$ cat src/rtl/cla_seq_pkg.sv
// Shared types and constants for the nibble-serial carry-lookahead adder.
package cla_seq_pkg;

  localparam int unsigned NIB_W = 4;

  typedef enum logic [1:0] {
    IDLE = 2'd0,
    RUN  = 2'd1,
    DONE = 2'd2
  } state_e;

  // Number of nibble passes for a given width; 0 flags a width that is not nibble-aligned.
  function automatic int unsigned nib_count(input int unsigned width);
    return ((width % NIB_W) == 0) ? (width / NIB_W) : 0;
  endfunction

endpackage

$ cat src/rtl/cla_seq_adder_cla.sv
// 4-bit carry-lookahead adder slice; purely combinational.
module cla_seq_adder_cla
  import cla_seq_pkg::*;
(
  input  logic [NIB_W-1:0] a_i,
  input  logic [NIB_W-1:0] b_i,
  input  logic             c_i,
  output logic [NIB_W-1:0] s_o,
  output logic             c_o
);

  logic [NIB_W-1:0] g;
  logic [NIB_W-1:0] p;
  logic [NIB_W-1:0] c;

  assign g = a_i & b_i;
  assign p = a_i ^ b_i;

  // Fully expanded lookahead carries.
  assign c[0] = c_i;
  assign c[1] = g[0] | (p[0] & c_i);
  assign c[2] = g[1] | (p[1] & g[0]) | (p[1] & p[0] & c_i);
  assign c[3] = g[2] | (p[2] & g[1]) | (p[2] & p[1] & g[0]) | (p[2] & p[1] & p[0] & c_i);
  assign c_o  = g[3] | (p[3] & g[2]) | (p[3] & p[2] & g[1]) | (p[3] & p[2] & p[1] & g[0])
              | (p[3] & p[2] & p[1] & p[0] & c_i);

  assign s_o = p ^ c;

endmodule

$ cat src/rtl/cla_seq_adder.sv
// Nibble-serial adder: one shared 4-bit CLA slice walks the operands LSB-first.
// Define CLA_SEQ_OVF_EN to add the registered signed-overflow output ovf.
module cla_seq_adder
  import cla_seq_pkg::*;
#(
  parameter int unsigned WIDTH = 16
) (
  input  logic             clk,
  input  logic             rst_n,
  input  logic             in_valid,
  output logic             in_ready,
  input  logic [WIDTH-1:0] a,
  input  logic [WIDTH-1:0] b,
  input  logic             cin,
  output logic             out_valid,
  input  logic             out_ready,
  output logic [WIDTH-1:0] sum,
  output logic             cout,
  output logic             busy
`ifdef CLA_SEQ_OVF_EN
  ,
  output logic             ovf
`endif
);

  localparam int unsigned NIB   = nib_count(WIDTH);
  localparam int unsigned CNT_W = (NIB > 1) ? $clog2(NIB) : 1;

  if ((NIB == 0) || (WIDTH < 8)) begin : g_bad_width
    $error("cla_seq_adder: WIDTH must be a multiple of 4 and at least 8");
  end

  state_e                      state_q;
  logic [NIB-1:0][NIB_W-1:0]   a_q;
  logic [NIB-1:0][NIB_W-1:0]   b_q;
  logic [NIB-1:0][NIB_W-1:0]   sum_q;
  logic                        carry_q;
  logic                        cout_q;
  logic [CNT_W-1:0]            cnt_q;
  logic [CNT_W-1:0]            cnt_d;
  logic [NIB_W-1:0]            a_nib_c;
  logic [NIB_W-1:0]            b_nib_c;
  logic [NIB_W-1:0]            nib_sum_c;
  logic                        nib_co_c;
  logic                        last_c;

  assign a_nib_c = a_q[cnt_q];
  assign b_nib_c = b_q[cnt_q];
  assign cnt_d   = cnt_q + CNT_W'(1);
  assign last_c  = (cnt_q == CNT_W'(NIB - 1));

  cla_seq_adder_cla u_cla (
    .a_i (a_nib_c),
    .b_i (b_nib_c),
    .c_i (carry_q),
    .s_o (nib_sum_c),
    .c_o (nib_co_c)
  );

`ifdef CLA_SEQ_OVF_EN
  logic ovf_q;
  logic c3_c;

  // Carry into the nibble's bit 3; on the last pass this is the carry into the MSB.
  always_comb begin
    c3_c = carry_q;
    for (int i = 0; i < 3; i++) begin
      c3_c = (a_nib_c[i] & b_nib_c[i]) | ((a_nib_c[i] ^ b_nib_c[i]) & c3_c);
    end
  end

  always_ff @(posedge clk) begin
    if (!rst_n) begin
      ovf_q <= 1'b0;
    end else if ((state_q == IDLE) && in_valid) begin
      ovf_q <= 1'b0;
    end else if ((state_q == RUN) && last_c) begin
      ovf_q <= c3_c ^ nib_co_c;
    end
  end

  assign ovf = ovf_q;
`endif

  // Control FSM and datapath registers; operand registers are intentionally not reset.
  always_ff @(posedge clk) begin
    if (!rst_n) begin
      state_q <= IDLE;
      sum_q   <= '0;
      cout_q  <= 1'b0;
      carry_q <= 1'b0;
      cnt_q   <= '0;
    end else begin
      case (state_q)
        IDLE: begin
          if (in_valid) begin
            a_q     <= a;
            b_q     <= b;
            carry_q <= cin;
            cnt_q   <= '0;
            sum_q   <= '0;
            cout_q  <= 1'b0;
            state_q <= RUN;
          end
        end
        RUN: begin
          sum_q[cnt_q] <= nib_sum_c;
          carry_q      <= nib_co_c;
          if (last_c) begin
            cout_q  <= nib_co_c;
            state_q <= DONE;
          end else begin
            cnt_q   <= cnt_d;
          end
        end
        DONE: begin
          if (out_ready) begin
            state_q <= IDLE;
          end
        end
        default: state_q <= IDLE;
      endcase
    end
  end

  assign in_ready  = (state_q == IDLE) && rst_n;
  assign out_valid = (state_q == DONE);
  assign busy      = (state_q != IDLE);
  assign sum       = sum_q;
  assign cout      = cout_q;

endmodule

$ cat config.mk
export PLATFORM = sky130hd
export DESIGN_NAME = cla_seq_adder
export DESIGN_NICKNAME = d
export VERILOG_FILES = /design/src/rtl/cla_seq_pkg.sv /design/src/rtl/cla_seq_adder_cla.sv /design/src/rtl/cla_seq_adder.sv
export SDC_FILE = /design/constraint.sdc
export NUM_CORES = 1
export LEC_CHECK = 0
export ABC_CLOCK_PERIOD_IN_PS = 3300
export CAP_MARGIN = 30
export CORE_MARGIN = 2
export CORE_UTILIZATION = 48
export CTS_BUF_LIST = sky130_fd_sc_hd__clkbuf_16
export CTS_CLUSTER_DIAMETER = 100
export DETAILED_ROUTE_END_ITERATION = 7
export MAX_ROUTING_LAYER = met4
export PLACE_DENSITY = 0.74
export SKIP_CTS_REPAIR_TIMING = 1
export SYNTH_ARGS = -nofsm -noshare
export SYNTH_HDL_FRONTEND = slang
export SYNTH_HIERARCHICAL = 1
export SYNTH_SLANG_ARGS = --single-unit
$ cat constraint.sdc
create_clock -name clk -period 3.3 [get_ports clk]
set_input_delay 0.33 -clock clk [delete_from_list [all_inputs] [get_ports clk]]
set_output_delay 0.33 -clock clk [all_outputs]
set_load 0.1 [all_outputs]
==> impl_metrics.py, run 1 <==
metrics = {
    "timing": {
        "worst_slew_pin_slew_ns": 0.979,
        "fin_setup_tns_ns": 0,
        "setup_viol": 0,
        "timing.fmax_mhz": 396,
        "clock_skew_ns": 0.00480,
        "slew_violations": 0,
        "rsz0062_at_grt": "no",
        "fin_crit_sh_pct": 76.5,
        "fin_crit_ns": 2.52,
        "slew_headroom_pct": 34.5,
        "hold_violations": 0,
    },
    "flow_run": {
        "maxCapViolCount": 0,
    },
    "global_route": {
        "antenna_found_initial": 0,
        "grt.total_usage_pct": 18.1,
        "grt_pass1_vias": 1533,
        "grt_max_degree": 33,
        "grt.overflow.total": 0,
        "grt_pass1_wl_um": 7070,
    },
    "critical_path": {
        "startpoint_type": "register",
        "rrSetupSlack_ns": 0.78,
        "crit_fanout": 7,
        "worst-setup-path-type": "register to register",
        "endpoint_kind": "register",
        "crit_buf_inv": 0,
        "cp.required_ns": 3.45,
        "path_cells": "mux4_2, ha_1, a21o_1, a31o_1, a21o_1, nor2b_1, a2111oi_4",
        "cp_common_cell": "a21o_1",
        "path_delay_family": "compound AO/OA/AOI/OAI gates",
        "cp_slowest_cell": "dfxtp_1",
        "max_stage_delay_ns": 0.58,
        "cp.arrival_ns": 2.68,
    },
    "final_layout": {
        "num_antenna_cells": 0,
        "area_growth_pct": 34.1,
        "n_fill_cell": 340,
        "ff_latch_area_sq_um": 1400,
        "final_area_sq_um": 3040,
        "nNetsFinal": 273,
        "layout-drive-gt1-share_pct": 10.1,
        "fin_util_pct": 68.4,
        "multi_input_area_sq_um": 800,
    },
    "pwr": {
        "swShare_pct": 24.5,
        "switching_power_uw": 393,
        "p_leak_uw": 0.00111,
        "clock_power_share_pct": 35.6,
        "pwr-share-seq_pct": 47.4,
        "power.density_nw_per_um2": 528,
        "p_comb_share_pct": 17.0,
        "p_int_uw": 1210,
        "irDropWorstVdd_uv": 300,
    },
    "floorplanning": {
        "ios": 57,
        "die_h_um": 72.7,
        "core_sq_um": 4440,
        "initial_core_util_pct": 51.0,
        "num_rows": 24,
        "die_width_um": 72.7,
        "die-area_sq_um": 5280,
    },
    "place": {
        "io_buffers": 56,
        "place_congestion": 0.800,
        "post_dp_cell_area_sq_um": 2870,
        "hpwl_um": 3110,
    },
    "yosys": {
        "async_flop_share_pct": 0,
        "yosys-top-cells-area": "edfxtp_1 42%, dfxtp_1 19%, mux4_2 8.0%",
        "syn_area_sq_um": 2260,
        "synth_enable_flop_cells": 32,
        "synthCells": 168,
        "ys_warn_count": 6,
        "mappedNetlistNets": 215,
        "yosys.area.top_type_share_pct": 42.4,
        "ys_ff_latch": 54,
        "synth_top_area_cell": "edfxtp_1",
        "seq_area_frac_synth_pct": 61.9,
        "synthDistinctLibCells": 29,
        "synth_area_per_cell_sq_um": 13.5,
        "synth_flop_cell": "edfxtp_1",
    },
    "clock_tree": {
        "cts_buffer_depth": 2,
        "clock-root-buffer": "clkbuf_16",
        "cts.sinks": 54,
        "clk_latency_ns": 0.28,
        "cts.clk_slew.worst_paths_ns": 0.07,
        "cts_tree": "yes",
        "htreeDepth": 2,
        "numCtsBuffers": 5,
    },
    "drt": {
        "drc": 0,
        "drt_iter0_markers": 74,
        "vias": 1456,
        "firstDrtPassIters": 4,
        "wire_per_inst_um": 15.0,
        "viasPerCell": 5.22,
        "postRouteAntennaNets": 0,
        "wl_um": 4170,
    },
    "outcome": {
        "status": "completed",
    },
    "worst_hold_path": {
        "hp-class": "register to register",
    },
}
## per-layer routing
layer,vias to the layer above,wire length (um),track usage (%)
li1,729,-,-
met1,666,1750,20.7
met5,-,0,-
met3,8,220,4.97
met4,0,55,4.94
met2,53,2150,31.3
## tightest hold or removal path: cells and delay by family (launching register included)
kind | cells | cell delay (ns)
flops | 1 | 0.31
mux | 1 | 0.05
simple gates | 1 | 0.05
## stage by stage
step / instances / hold slack, ns / setup slack [ns] / total power (uW)
floorplan: 168 / 0.429 / 0.317 / 959
finish: 279 / 0.463 / 0.776 / 1600
detailed placement: 271 / 0.449 / 0.751 / 1050
global route: 279 / 0.491 / 0.544 / 1670
CTS: 279 / 0.467 / 0.726 / 1620
global placement: 271 / 0.450 / 0.840 / 1040
## cell type report
cell class | instances | area share (%)
inverters | 8 | 0.988
clock inverters | 3 | 1.36
multi-input cells | 98 | 26.3
well taps | 52 | 2.14
repair buffers | 59 | 18.9
flip-flops and latches | 54 | 46.1
clock buffers | 5 | 4.12
## Yosys cell counts, types with 2 or more instances
| master | number |
|---|---|
| edfxtp_1 | 32 |
| nand2_1 | 28 |
| dfxtp_1 | 22 |
| o22ai_1 | 13 |
| ha_1 | 9 |
| inv_1 | 8 |
| mux4_2 | 8 |
| mux2i_1 | 5 |
| nor2_1 | 5 |
| nand3_1 | 4 |
| nand3b_1 | 4 |
| a21o_1 | 3 |
| a21oi_1 | 3 |
| buf_2 | 3 |
| nor2b_1 | 3 |
| buf_1 | 2 |
| clkbuf_1 | 2 |
| or3b_1 | 2 |
| xnor2_1 | 2 |
## power groups by stage
stage / logic, uW / clock network, uW / registers [uW]
after floorplan: 144 / 0 / 815
after global placement: 264 / 0 / 775
after detailed placement: 271 / 0 / 776
after CTS: 273 / 587 / 761
after global routing: 294 / 614 / 765
final: 273 / 572 / 760
## state kept, by name (all words and copies together), names as in the netlist
name / cells
cout: 1
a_q: 16
cnt_q: 2
carry_q: 1
sum: 16
b_q: 16
state_q: 2
## cell families (layout without fill, tap and decap cells)
| group | after synthesis | in the layout | share of synthesized area (%) |
|---|---|---|---|
| AO/OA/AOI/OAI | 23 | 23 | 7.57 |
| XOR/XNOR | 3 | 3 | 1.16 |
| adder cells (fa/ha/maj) | 10 | 10 | 5.86 |
| buffers and inverters | 16 | 75 | 3.15 |
| flip-flops | 54 | 54 | 61.9 |
| multiplexers | 13 | 13 | 10.2 |
| AND/OR/NAND/NOR | 49 | 49 | 10.2 |
## layout by cell type (no fill, tap or decap), drive strengths merged, types with 5 or more instances in the layout
| cell | Yosys | routed |
|---|---|---|
| clkdlybuf4s50 | 0 | 53 |
| edfxtp | 32 | 32 |
| nand2 | 28 | 28 |
| dfxtp | 22 | 22 |
| o22ai | 13 | 13 |
| inv | 8 | 9 |
| ha | 9 | 9 |
| mux4 | 8 | 8 |
| buf | 6 | 6 |
| mux2i | 5 | 5 |
| clkbuf | 2 | 5 |
| nor2 | 5 | 5 |
## path summary, 6_finish.rpt
path                               start  depth (start not counted)  endpoint
worst max-delay path            cnt_q[0]                          7   carry_q
worst min-delay path             sum[12]                          2   sum[12]
worst max register to register  cnt_q[0]                          7   carry_q
worst min register to register   sum[12]                          2   sum[12]
(Power assumes the default switching activity.)
==> run 2: changes to the inputs <==
Settings changed: ABC_CLOCK_PERIOD_IN_PS 3300 to 2200, CORE_UTILIZATION 48 to 44, PLACE_DENSITY 0.74 to 0.72.
Clock period 3.3 ns to 2.2 ns, I/O delays scaled along.
==> run 2 against run 1 <==
Net effect: the run now ends with negative setup slack left; combinational power increased by 59%; worst setup slack got worse by 0.79 ns; hold slack got worse by 0.0089 ns; sequential power grew 50%; clock skew is 0.0015 ns higher; maximum frequency rose by 14%; count of clock-buffer cells in the layout did not move; critical path type unchanged; largest cell class unchanged; highest routed layer unchanged.
==> impl_metrics.py, run 2 (same netlist as run 1, synthesis figures left out) <==
metrics = {
    "clock_tree": {
        "clock-root-buffer": "clkbuf_16",
        "cts.sinks": 54,
        "numCtsBuffers": 5,
        "clk_latency_ns": 0.29,
        "cts_tree": "yes",
        "cts.clk_slew.worst_paths_ns": 0.07,
        "cts_buffer_depth": 2,
        "htreeDepth": 2,
    },
    "floorplanning": {
        "core_sq_um": 5040,
        "die-area_sq_um": 5740,
        "initial_core_util_pct": 44.9,
        "die_width_um": 75.7,
        "ios": 57,
        "die_h_um": 75.7,
        "num_rows": 26,
    },
    "critical_path": {
        "max_stage_delay_ns": 0.57,
        "endpoint_kind": "register",
        "path_cells": "mux4_2, ha_4, a21o_1, a31o_1, a21o_1, nor2b_2, a2111oi_4",
        "worst-setup-path-type": "register to register",
        "cp_slowest_cell": "mux4_2",
        "crit_buf_inv": 0,
        "path_delay_family": "compound AO/OA/AOI/OAI gates",
        "startpoint_type": "register",
        "cp.required_ns": 2.36,
        "cp.arrival_ns": 2.37,
        "cp_common_cell": "a21o_1",
        "crit_fanout": 8,
    },
    "drt": {
        "firstDrtPassIters": 4,
        "vias": 1485,
        "wl_um": 4170,
        "wire_per_inst_um": 13.9,
        "drt_iter0_markers": 61,
        "viasPerCell": 4.97,
        "drc": 0,
        "postRouteAntennaNets": 0,
    },
    "final_layout": {
        "layout-drive-gt1-share_pct": 21.8,
        "fin_util_pct": 62.0,
        "n_fill_cell": 394,
        "area_growth_pct": 38.1,
        "nNetsFinal": 275,
        "final_common_cell": "clkdlybuf4s50_1",
        "num_antenna_cells": 0,
        "layout.cells.most_common_list": "36 x clkdlybuf4s50_1, 32 x edfxtp_1, 28 x nand2_1, 23 x buf_4, 21 x dfxtp_1",
    },
    "place": {
        "post-place-ws_ns": -0.0795,
        "hpwl_um": 3100,
        "place_congestion": 0.849,
        "io_buffers": 56,
    },
    "pwr": {
        "p_leak_uw": 0.00117,
        "irDropWorstVdd_uv": 463,
        "power.density_nw_per_um2": 816,
    },
    "worst_hold_path": {
        "hp-class": "register to register",
    },
    "timing": {
        "hold_violations": 0,
        "setup_viol": 2,
        "rsz0062_at_grt": "yes",
        "fin_crit_sh_pct": 101,
        "clock_skew_ns": 0.00630,
        "slew_headroom_pct": 64.6,
        "fin_crit_ns": 2.22,
        "slew_violations": 0,
        "layout_setup_ws_ns": -0.0152,
        "timing.fmax_mhz": 451,
        "worst_slew_pin_slew_ns": 0.530,
    },
    "global_route": {
        "antenna_found_initial": 0,
        "grt_pass1_wl_um": 6670,
        "grt_pass1_vias": 1463,
        "grt_max_degree": 33,
        "grt.total_usage_pct": 16.0,
        "grt.overflow.total": 0,
    },
    "flow_run": {
        "maxCapViolCount": 0,
    },
    "outcome": {
        "status": "finished, violations left",
        "violations": "negative setup slack",
    },
}
-- run 2: cell count changes in the layout (fill, tap and decap cells not counted), moves of 2 or more --
cell             delta
buf_12              +2
buf_4              +17
clkdlybuf4s50_1    -17
ha_1                -2
ha_4                +2
nor2b_1             -2
nor2b_2             +2
-- run 2: worst reg2reg max path, cell delays in order (launching register included) --
cell	delay, ns
dfxtp_4	0.43
mux4_2	0.57
ha_4	0.26
a21o_1	0.17
a31o_1	0.26
a21o_1	0.21
nor2b_2	0.15
a2111oi_4	0.04
-- run 2: metal layers --
metal	vias to the layer above	global-route usage (%)	routed length, um
met5	-	-	0
met4	0	4.09	42
met3	5	3.57	200
met2	51	25.7	2060
met1	693	20.6	1860
li1	736	-	-
-- run 2: power breakdown --
| group | leakage, uW | total, uW | switching [uW] | internal [uW] |
|---|---|---|---|---|
| Sequential | 0.000476 | 1140 | 23.5 | 1120 |
| Combinational | 0.000607 | 435 | 250 | 185 |
| Clock | 0.0000915 | 977 | 330 | 648 |
| Total | 0.00117 | 2550 | 603 | 1950 |
-- run 2: path summary, 6_finish.rpt --
kind | slack (ns) | cells after the start | startpoint | to
setup / recovery | -0.02 | 7 | cnt_q[0] | carry_q
hold / removal | 0.45 | 2 | sum[12] | sum[12]
setup reg to reg | -0.02 | 7 | cnt_q[0] | carry_q
hold reg to reg | 0.45 | 2 | sum[12] | sum[12]
-- run 2: final cells by class --
type                    instances  area, sq um  share of cell area [%]
multi-input cells              98          842                    26.9
repair buffers                 61          573                    18.3
clock buffers                   5          125                    4.00
flip-flops and latches         54         1410                    44.9
inverters                       8         30.0                   0.960
well taps                      70         87.6                    2.80
clock inverters                 3         63.8                    2.04
-- run 2: through the flow --
step	hold WS (ns)	area [sq um]	std cells	total power, uW	setup TNS [ns]
finish	0.454	3130	299	2550	-0.0201
global route	0.473	3130	299	2640	-0.553
CTS	0.459	3090	297	2550	-0.464
detailed placement	0.449	2900	289	1580	-0.281
global placement	0.451	2900	289	1580	-0.0851
floorplan	0.319	2310	168	1450	0
==> run 3: changes to the inputs <==
Settings changed: CORE_ASPECT_RATIO from default to 1.5, SLEW_MARGIN from default to 20.
==> run 3 against run 2 <==
Net effect: flip-flop and latch count stayed put; wire length is 1.3% higher; the flow still finishes with violations (negative setup slack); critical path type unchanged; register-to-register slack hardly changed; worst setup slack better by 0.013 ns; maximum frequency is 0.59% higher; global-route usage is 0.72 points higher; sequential share of layout area is 0.25 points higher; core utilization is 0.38 points lower; non-clock buffer count is 3 higher; first-iteration DRC count is 66% higher; final cell count is 0.33% higher.
==> impl_metrics.py, run 3 (same netlist as run 1, synthesis figures left out) <==
metrics = {
    "critical_path": {
        "cp.required_ns": 2.41,
        "worst-setup-path-type": "register to register",
        "crit_buf_inv": 0,
        "max_stage_delay_ns": 0.57,
        "crit_fanout": 7,
        "endpoint_kind": "register",
        "path_cells": "mux4_2, ha_4, a21o_1, a31o_1, xor2_1, nand2_1, o22ai_1",
        "critPathLaunch": "cnt_q[0]",
        "cp_slowest_cell": "mux4_2",
        "r2r-start": "cnt_q[0]",
        "cp.arrival_ns": 2.41,
        "startpoint_type": "register",
        "path_delay_family": "compound AO/OA/AOI/OAI gates",
    },
    "global_route": {
        "grt.overflow.total": 0,
        "grt_max_degree": 33,
        "antenna_found_initial": 0,
        "grt_pass1_vias": 1498,
        "grt_pass1_wl_um": 7190,
        "grt.total_usage_pct": 16.7,
    },
    "final_layout": {
        "finalNonFillerCells": 300,
        "final_common_cell": "clkdlybuf4s50_1",
        "num_antenna_cells": 0,
        "n_fill_cell": 428,
        "fin_util_pct": 61.6,
        "area_growth_pct": 37.3,
        "layout-drive-gt1-share_pct": 22.8,
        "layout.cells.most_common_list": "36 x clkdlybuf4s50_1, 32 x edfxtp_1, 28 x nand2_1, 27 x buf_4, 21 x dfxtp_1",
        "nNetsFinal": 278,
    },
    "floorplanning": {
        "die-area_sq_um": 5750,
        "die_width_um": 62.6,
        "ios": 57,
        "num_rows": 32,
        "die_h_um": 91.9,
        "core_sq_um": 5040,
        "initial_core_util_pct": 44.9,
    },
    "pwr": {
        "irDropWorstVdd_uv": 502,
        "power.density_nw_per_um2": 777,
        "p_leak_uw": 0.00118,
    },
    "drt": {
        "wl_um": 4220,
        "wire_per_inst_um": 14.1,
        "drt_iter0_markers": 101,
        "firstDrtPassIters": 4,
        "drc": 0,
        "vias": 1484,
        "postRouteAntennaNets": 0,
        "viasPerCell": 4.95,
    },
    "clock_tree": {
        "clk_latency_ns": 0.29,
        "htreeDepth": 2,
        "cts_tree": "yes",
        "cts_buffer_depth": 2,
        "cts.clk_slew.worst_paths_ns": 0.06,
        "numCtsBuffers": 5,
        "cts.sinks": 54,
        "clock-root-buffer": "clkbuf_16",
    },
    "place": {
        "io_buffers": 56,
        "place_congestion": 0.803,
        "post-place-cells": 292,
        "hpwl_um": 3210,
    },
    "timing": {
        "rsz0062_at_grt": "yes",
        "layout_setup_ws_ns": -0.00218,
        "slew_violations": 0,
        "timing.fmax_mhz": 454,
        "setup_viol": 1,
        "hold_violations": 0,
        "fin_crit_sh_pct": 100,
        "fin_setup_tns_ns": -0.00218,
        "fin_crit_ns": 2.20,
        "slew_headroom_pct": 62.1,
        "clock_skew_ns": 0.00701,
        "worst_slew_pin_slew_ns": 0.567,
    },
    "worst_hold_path": {
        "min_from": "sum[12]",
        "hp-class": "register to register",
    },
    "outcome": {
        "violations": "negative setup slack",
        "status": "finished, violations left",
    },
    "flow_run": {
        "maxCapViolCount": 0,
    },
}
[run 3: cell types whose count changed in the layout (fill, tap and decap cells not counted), sizes merged]
cell / before / now
inv: 8 / 10
buf: 25 / 28
bufinv: 2 / 1
clkinv: 1 / 0
[run 3: worst paths after layout]
kind | end | slack (ns) | cells after the start
worst max-delay path | sum[11] | -0.002 | 7
worst min-delay path | sum[12] | 0.46 | 2
worst max register to register | sum[11] | -0.002 | 7
worst min register to register | sum[12] | 0.46 | 2
[run 3: layer usage]
metal	vias to the layer above	GRT usage (%)	routed length, um
met5	-	-	0
met3	9	3.31	191
met1	683	18.9	1620
met4	0	5.56	79
li1	741	-	-
met2	51	29.5	2330
[run 3: worst reg2reg max path, cell delays in order (launching register included)]
cell     delay (ns)
dfxtp_4        0.40
mux4_2         0.57
ha_4           0.26
a21o_1         0.20
a31o_1         0.21
xor2_1         0.19
nand2_1        0.13
o22ai_1        0.18
[run 3: report_power, final]
part           switching [uW]  total, uW  internal (uW)
clock                     312        840            528
sequential               23.7       1140           1120
combinational             247        436            189
[run 3: area by class of cell]
class | count | area [sq um] | area share, %
clock buffers | 5 | 125 | 4.02
repair buffers | 64 | 583 | 18.8
clock inverters | 3 | 37.5 | 1.21
inverters | 8 | 30.0 | 0.966
well taps | 68 | 85.1 | 2.74
multi-input cells | 98 | 843 | 27.1
flip-flops and latches | 54 | 1410 | 45.2
[run 3: metrics by stage]
stage	setup slack, ns	power [uW]	hold slack, ns	cell area, sq um
6_report	-0.00218	2420	0.460	3110
3_5_place_dp	-0.0526	1590	0.448	2920
5_1_grt	-0.136	2530	0.482	3110
2_1_floorplan	0.0303	1450	0.319	2310
3_3_place_gp	-0.00423	1590	0.449	2920
4_1_cts	-0.0947	2430	0.461	3090
